--- config.mk ---
export PLATFORM = sky130hd
export DESIGN_NAME = mod_n_counter_flat
export DESIGN_NICKNAME = d
export VERILOG_FILES = /design/src/rtl/mod_n_counter_pkg.sv /design/src/rtl/mod_n_counter_if.sv /design/src/rtl/mod_n_counter_next.sv /design/src/rtl/mod_n_counter.sv /design/src/flat_wrapper.sv
export SDC_FILE = /design/constraint.sdc
export NUM_CORES = 1
export LEC_CHECK = 0
export ABC_AREA = 1
export BUFFER_PORTS_ARGS = -buffer_cell sky130_fd_sc_hd__buf_2
export CAP_MARGIN = 10
export CORE_AREA = 2 2 39 41
export CTS_CLUSTER_DIAMETER = 40
export DETAILED_ROUTE_END_ITERATION = 12
export DIE_AREA = 0 0 41 43
export PLACE_DENSITY = 0.48
export SKIP_LAST_GASP = 1
export SLEW_MARGIN = 20
export SYNTH_ARGS = -nofsm -noshare
export SYNTH_HDL_FRONTEND = slang
export SYNTH_SLANG_ARGS = --single-unit
--- constraint.sdc ---
create_clock -name CP -period 1.76 [get_ports CP]
set_clock_uncertainty 0.15 [all_clocks]
set_input_delay 0.352 -clock CP [delete_from_list [all_inputs] [get_ports CP]]
set_output_delay 0.352 -clock CP [all_outputs]
set_load 0.01 [all_outputs]
--- src/rtl/mod_n_counter_pkg.sv ---
// Shared constants and types for the modulo-N up/down counter.
// Optional one-shot build: define COUNTER_ONESHOT_EN.
package counter_pkg;

    localparam logic DIR_UP   = 1'b1;
    localparam logic DIR_DOWN = 1'b0;

    typedef enum logic {
        RUN  = 1'b0,
        HALT = 1'b1
    } os_state_t;

endpackage

--- src/rtl/mod_n_counter_if.sv ---
// Control/data bundle between a counter and whoever drives it.
// COUNTER_ONESHOT_EN adds ONESHOT and DONE.
interface mod_n_counter_if #(
    parameter int WIDTH = 4
);
    logic             LD;
    logic             CTP;
    logic             CTT;
    logic             UP;
    logic [WIDTH-1:0] D;
    logic [WIDTH-1:0] Q;
    logic             Co;
`ifdef COUNTER_ONESHOT_EN
    logic             ONESHOT;
    logic             DONE;
`endif

    modport master (
        output LD, CTP, CTT, UP, D,
`ifdef COUNTER_ONESHOT_EN
        output ONESHOT,
        input  DONE,
`endif
        input  Q, Co
    );

    modport slave (
        input  LD, CTP, CTT, UP, D,
`ifdef COUNTER_ONESHOT_EN
        input  ONESHOT,
        output DONE,
`endif
        output Q, Co
    );

endinterface

--- src/rtl/mod_n_counter_next.sv ---
// Next-value and terminal-state logic for a modulo-N counter.
// Arithmetic is one bit wider so MODULUS = 2**WIDTH wraps cleanly.
module mod_n_next
    import counter_pkg::*;
#(
    parameter int WIDTH   = 4,
    parameter int MODULUS = 16
) (
    input  logic [WIDTH-1:0] q,
    input  logic             up,
    output logic [WIDTH-1:0] nxt,
    output logic             term
);

    localparam logic [WIDTH:0] MAXV = (WIDTH+1)'(MODULUS - 1);

    logic [WIDTH:0] q_ext;

    assign q_ext = {1'b0, q};

    always_comb begin
        term = 1'b0;
        nxt  = '0;
        if (up == DIR_UP) begin
            term = (q_ext == MAXV);
            nxt  = term ? '0 : WIDTH'(q_ext + 1'b1);
        end else begin
            term = (q_ext == '0);
            nxt  = term ? WIDTH'(MAXV)
                        : WIDTH'(q_ext - 1'b1);
        end
    end

endmodule

--- src/rtl/mod_n_counter.sv ---
// Cascadable modulo-N up/down counter with saturating load.
// Defining COUNTER_ONESHOT_EN adds a RUN/HALT one-shot mode.
module mod_n_counter
    import counter_pkg::*;
#(
    parameter int WIDTH   = 4,
    parameter int MODULUS = 16
) (
    input  logic            CP,
    input  logic            CR,
    mod_n_counter_if.slave  bus
);

    localparam logic [WIDTH:0] MAXV = (WIDTH+1)'(MODULUS - 1);

    logic [WIDTH-1:0] q;
    logic [WIDTH-1:0] nxt;
    logic [WIDTH-1:0] d_sat;
    logic             term;
    logic             cnt_en;

    mod_n_next #(
        .WIDTH   (WIDTH),
        .MODULUS (MODULUS)
    ) u_next (
        .q    (q),
        .up   (bus.UP),
        .nxt  (nxt),
        .term (term)
    );

    assign d_sat = ({1'b0, bus.D} > MAXV) ? WIDTH'(MAXV)
                                           : bus.D;

`ifdef COUNTER_ONESHOT_EN
    os_state_t state;
    os_state_t state_nxt;
    logic      done;
    logic      done_nxt;
    logic      halt;

    assign halt = (state == HALT);

    always_ff @(posedge CP) begin
        if (CR) begin
            state <= RUN;
            done  <= 1'b0;
        end else begin
            state <= state_nxt;
            done  <= done_nxt;
        end
    end

    always_comb begin
        state_nxt = state;
        done_nxt  = done;
        unique case (state)
            RUN: begin
                if (bus.LD && bus.CTP && bus.CTT &&
                    term && bus.ONESHOT) begin
                    state_nxt = HALT;
                    done_nxt  = 1'b1;
                end
            end
            HALT: begin
                if (!bus.LD) begin
                    state_nxt = RUN;
                    done_nxt  = 1'b0;
                end
            end
            default: begin
                state_nxt = RUN;
                done_nxt  = 1'b0;
            end
        endcase
    end

    assign cnt_en   = bus.CTP & bus.CTT & ~halt;
    assign bus.Co   = bus.CTT & term & ~halt;
    assign bus.DONE = done;
`else
    assign cnt_en = bus.CTP & bus.CTT;
    assign bus.Co = bus.CTT & term;
`endif

    always_ff @(posedge CP) begin
        if (CR) begin
            q <= '0;
        end else if (!bus.LD) begin
            q <= d_sat;
        end else if (cnt_en) begin
            q <= nxt;
        end
    end

    assign bus.Q = q;

endmodule
--- src/flat_wrapper.sv ---
// flat-port wrapper written by rule: the top's interface ports become plain ports
module mod_n_counter_flat import counter_pkg::*;
#(
    parameter int WIDTH   = 4,
    parameter int MODULUS = 16
)
  (CP, CR, bus_LD, bus_CTP, bus_CTT, bus_UP, bus_D, bus_Q, bus_Co);
  mod_n_counter_if #(.WIDTH(WIDTH)) bus_i ();
  input  logic CP;
  input  logic CR;
  input wire logic [$bits(bus_i.LD)-1:0] bus_LD;
  input wire logic [$bits(bus_i.CTP)-1:0] bus_CTP;
  input wire logic [$bits(bus_i.CTT)-1:0] bus_CTT;
  input wire logic [$bits(bus_i.UP)-1:0] bus_UP;
  input wire logic [$bits(bus_i.D)-1:0] bus_D;
  output wire logic [$bits(bus_i.Q)-1:0] bus_Q;
  output wire logic [$bits(bus_i.Co)-1:0] bus_Co;
  assign bus_i.LD = bus_LD;
  assign bus_i.CTP = bus_CTP;
  assign bus_i.CTT = bus_CTT;
  assign bus_i.UP = bus_UP;
  assign bus_i.D = bus_D;
  assign bus_Q = bus_i.Q;
  assign bus_Co = bus_i.Co;
  mod_n_counter #(.WIDTH(WIDTH), .MODULUS(MODULUS)) u_core (.CP(CP), .CR(CR), .bus(bus_i));
endmodule
==> flow_summary_export.csv <==
group,metric,value,unit
route,routedWlPerCell,10.6,µm
synthesis,syn_avg_cell_area,6.19,µm²
sta,setup_tns,0,ns
clock_tree,hold_buffers,0,
floorplanning,dieHeight,43,µm
clock_tree,clk_path_buf_depth,2,
power_and_ir_drop,peakVddDrop,184,µV
synthesis,synthDistinctLibCells,17,
route,firstDrtPassIters,4,
placed_design,post_dp_cell_area,434,µm²
final_layout,syn2layout_area_growth,47.4,%
sta,clock.fmax,0.589,GHz
clock_tree,cts_buffers,3,
final_layout,final_cell_area,502,µm²
grt,grt-ovfl-total,0,
synthesis,yosys_warnings,0,
power_and_ir_drop,power_density,638,nW/µm²
floorplanning,rows,14,
run,max_cap_viol_count,0,
clock_tree,clock_sinks,4,
route,dr_total_vias,418,
synthesis,synth_seq_cells,4,
worst_setup_path,crit_required,1.26,ns
clock_tree,cts_root_buffer,"clkbuf_4",
synthesis,syn_area,340,µm²
sta,rsz0062_at_grt,"true",
sta,fin_crit_sh,96.5,%
route,drt_wl_total,953,µm
route,drc_errors,0,
floorplanning,dieArea,1760,µm²
worst_setup_path,end_kind,"output pin",
worst_setup_path,cp_data_arrival_time,1.20,ns
final_layout,largest_reg_flops,4,
route,vias_per_cell,4.64,
sta,min_period,1.70,ns
worst_setup_path,crit_fanout,5,
sta,slew_viol_final,0,
floorplanning,die_w,41,µm
grt,antenna_found_initial,0,
placed_design,io_buffers,14,
sta,hold_viol,0,
synthesis,synthArstFlopShare,0,%
worst_hold_path,holdCritPathClass,"input pin to flop",
worst_setup_path,critical_path_class,"flop to output pin",
grt,track_usage,13.0,%
placed_design,dpl.hpwl,755,µm
synthesis,synth_seq_area_share,23.5,%
placed_design,place_congestion,0.679,
power_and_ir_drop,leakagePower,0.000255,µW
final_layout,final_nets,88,
clock_tree,cts_tree,"done",
sta,max_slew_margin,84.3,%
synthesis,ys.flop_type,"dfxtp_1",
synthesis,postSynthCellCount,55,
synthesis,syn-num-nets,67,
synthesis,synth-edff-count,0,
run_status,status,"finished, final reports clean",
floorplanning,ios,15,
sta,setup_violations,0,
grt,grt_pass1_wl,1520,µm
grt,grt_max_degree,8,
route,drt_iter0_markers,5,
clock_tree,h-tree-depth,1,
clock_tree,worstSkewPairLatency,0.23,ns
floorplanning,core,1380,µm²
floorplanning,initial_utilization,24.6,%
route,postRouteAntennaNets,0,
worst_setup_path,critPathLaunchType,"flop",
sta,worst_slew_pin_slew,0.235,ns
final_layout,diodes,0,
clock_tree,cts.clk_slew.worst_paths,0.04,ns
grt,grt_pass1_vias,384,
final_layout,drive_above_1_share,47.3,%
==> power breakdown <==
group          switching, µW  total (µW)  internal, µW
registers               12.3         110          97.9
clock network           34.4         111          76.1
logic                   53.8        99.4          45.6
total                    101         320           220
==> cell type report <==
type	count	area, µm²
fill	166	882
multi-input combinational	43	251
timing repair buffer	17	92.6
sequential	4	88.8
inverter	7	26.3
clock buffer	3	22.5
tap	16	20.0
==> cells by family (layout without fill, tap and decap cells) <==
| kind of cell | after synthesis | count (layout) | share of synthesized area, % |
|---|---|---|---|
| adders and majority gates | 2 | 2 | 7.35 |
| AOI/OAI and AO/OA | 7 | 7 | 14.7 |
| buffers and inverters | 8 | 27 | 11.0 |
| xor gates and xnor gates | 2 | 2 | 5.15 |
| DFF | 4 | 4 | 23.5 |
| and+or+nand+nor | 32 | 32 | 38.2 |
==> path summary, 6_finish.rpt <==
| path | from | endpoint | slack (ns) | cells after the start |
|---|---|---|---|---|
| max | u_core.bus.Q[0] | bus_Co | 0.06 | 6 |
| min | CR | u_core.bus.Q[3] | 0.17 | 2 |
| max reg2reg | u_core.bus.Q[0] | u_core.bus.Q[1] | 0.37 | 5 |
| min reg2reg | u_core.bus.Q[3] | u_core.bus.Q[3] | 0.40 | 2 |
==> cell usage after synthesis (all sizes together), types with 2 or more instances <==
| cell type | number | share of area (%) |
|---|---|---|
| dfxtp | 4 | 24 |
| ha | 2 | 7.4 |
| nand3 | 4 | 5.9 |
| inv | 7 | 7.7 |
| nand2 | 20 | 22 |
| nor2 | 7 | 8.5 |
| a21oi | 4 | 8.1 |
==> layout by cell type, fill, tap and decap left out <==
cell	synthesis	final
inv_1	5	4
nor2_1	6	6
a21oi_1	2	1
nand2_1	20	18
inv_2	2	3
dfxtp_2	0	1
a22oi_1	1	1
nand4_1	1	1
nand3_1	4	3
a221oi_1	1	1
xnor2_1	1	1
a31oi_1	1	1
dfxtp_1	4	1
ha_2	0	1
buf_2	0	14
nand2_2	0	2
xor2_1	1	1
clkbuf_4	0	3
buf_4	0	3
dfxtp_4	0	2
a21oi_2	2	3
nand3_2	0	1
ha_4	0	1
nor2_2	1	1
==> layer usage <==
| metal | global-route usage, % | vias up | wire (µm) | share of wire [%] |
|---|---|---|---|---|
| met4 | 8.00 | 0 | 0 | 0 |
| met1 | 15.4 | 195 | 445 | 47 |
| met5 | 0 | - | 0 | 0 |
| li1 | - | 215 | - | - |
| met3 | 3.14 | 0 | 31 | 3.3 |
| met2 | 19.7 | 8 | 476 | 50 |
==> through the flow <==
stage | utilization [%] | cells | total power [µW] | hold slack, ns | worst slack, ns
detailed placement | 31.4 | 86 | 203 | 0.418 | 0.100
finish | 36.3 | 90 | 320 | 0.174 | 0.0609
CTS | 34.4 | 89 | 319 | 0.175 | 0.00124
global route | 36.3 | 90 | 349 | 0.168 | -0.0236
floorplan | - | 55 | 168 | 0.264 | 0.224
global placement | 31.4 | 86 | 203 | 0.416 | 0.104
==> worst max-delay path, stage by stage (launching register included) <==
cell	delay (ns)
dfxtp_4	0.37
ha_4	0.15
nand3_2	0.08
nand2_2	0.09
nand2_2	0.06
a21oi_2	0.09
buf_2	0.13
==> timing repair <==
| item | CTS | global route |
|---|---|---|
| buffers inserted | 0 | 1 |
| pin swaps | 0 | 4 |
| setup endpoints to repair | 1 | 1 |
| gates resized for setup | 7 | 6 |
Power figures use the tool's default switching activity.
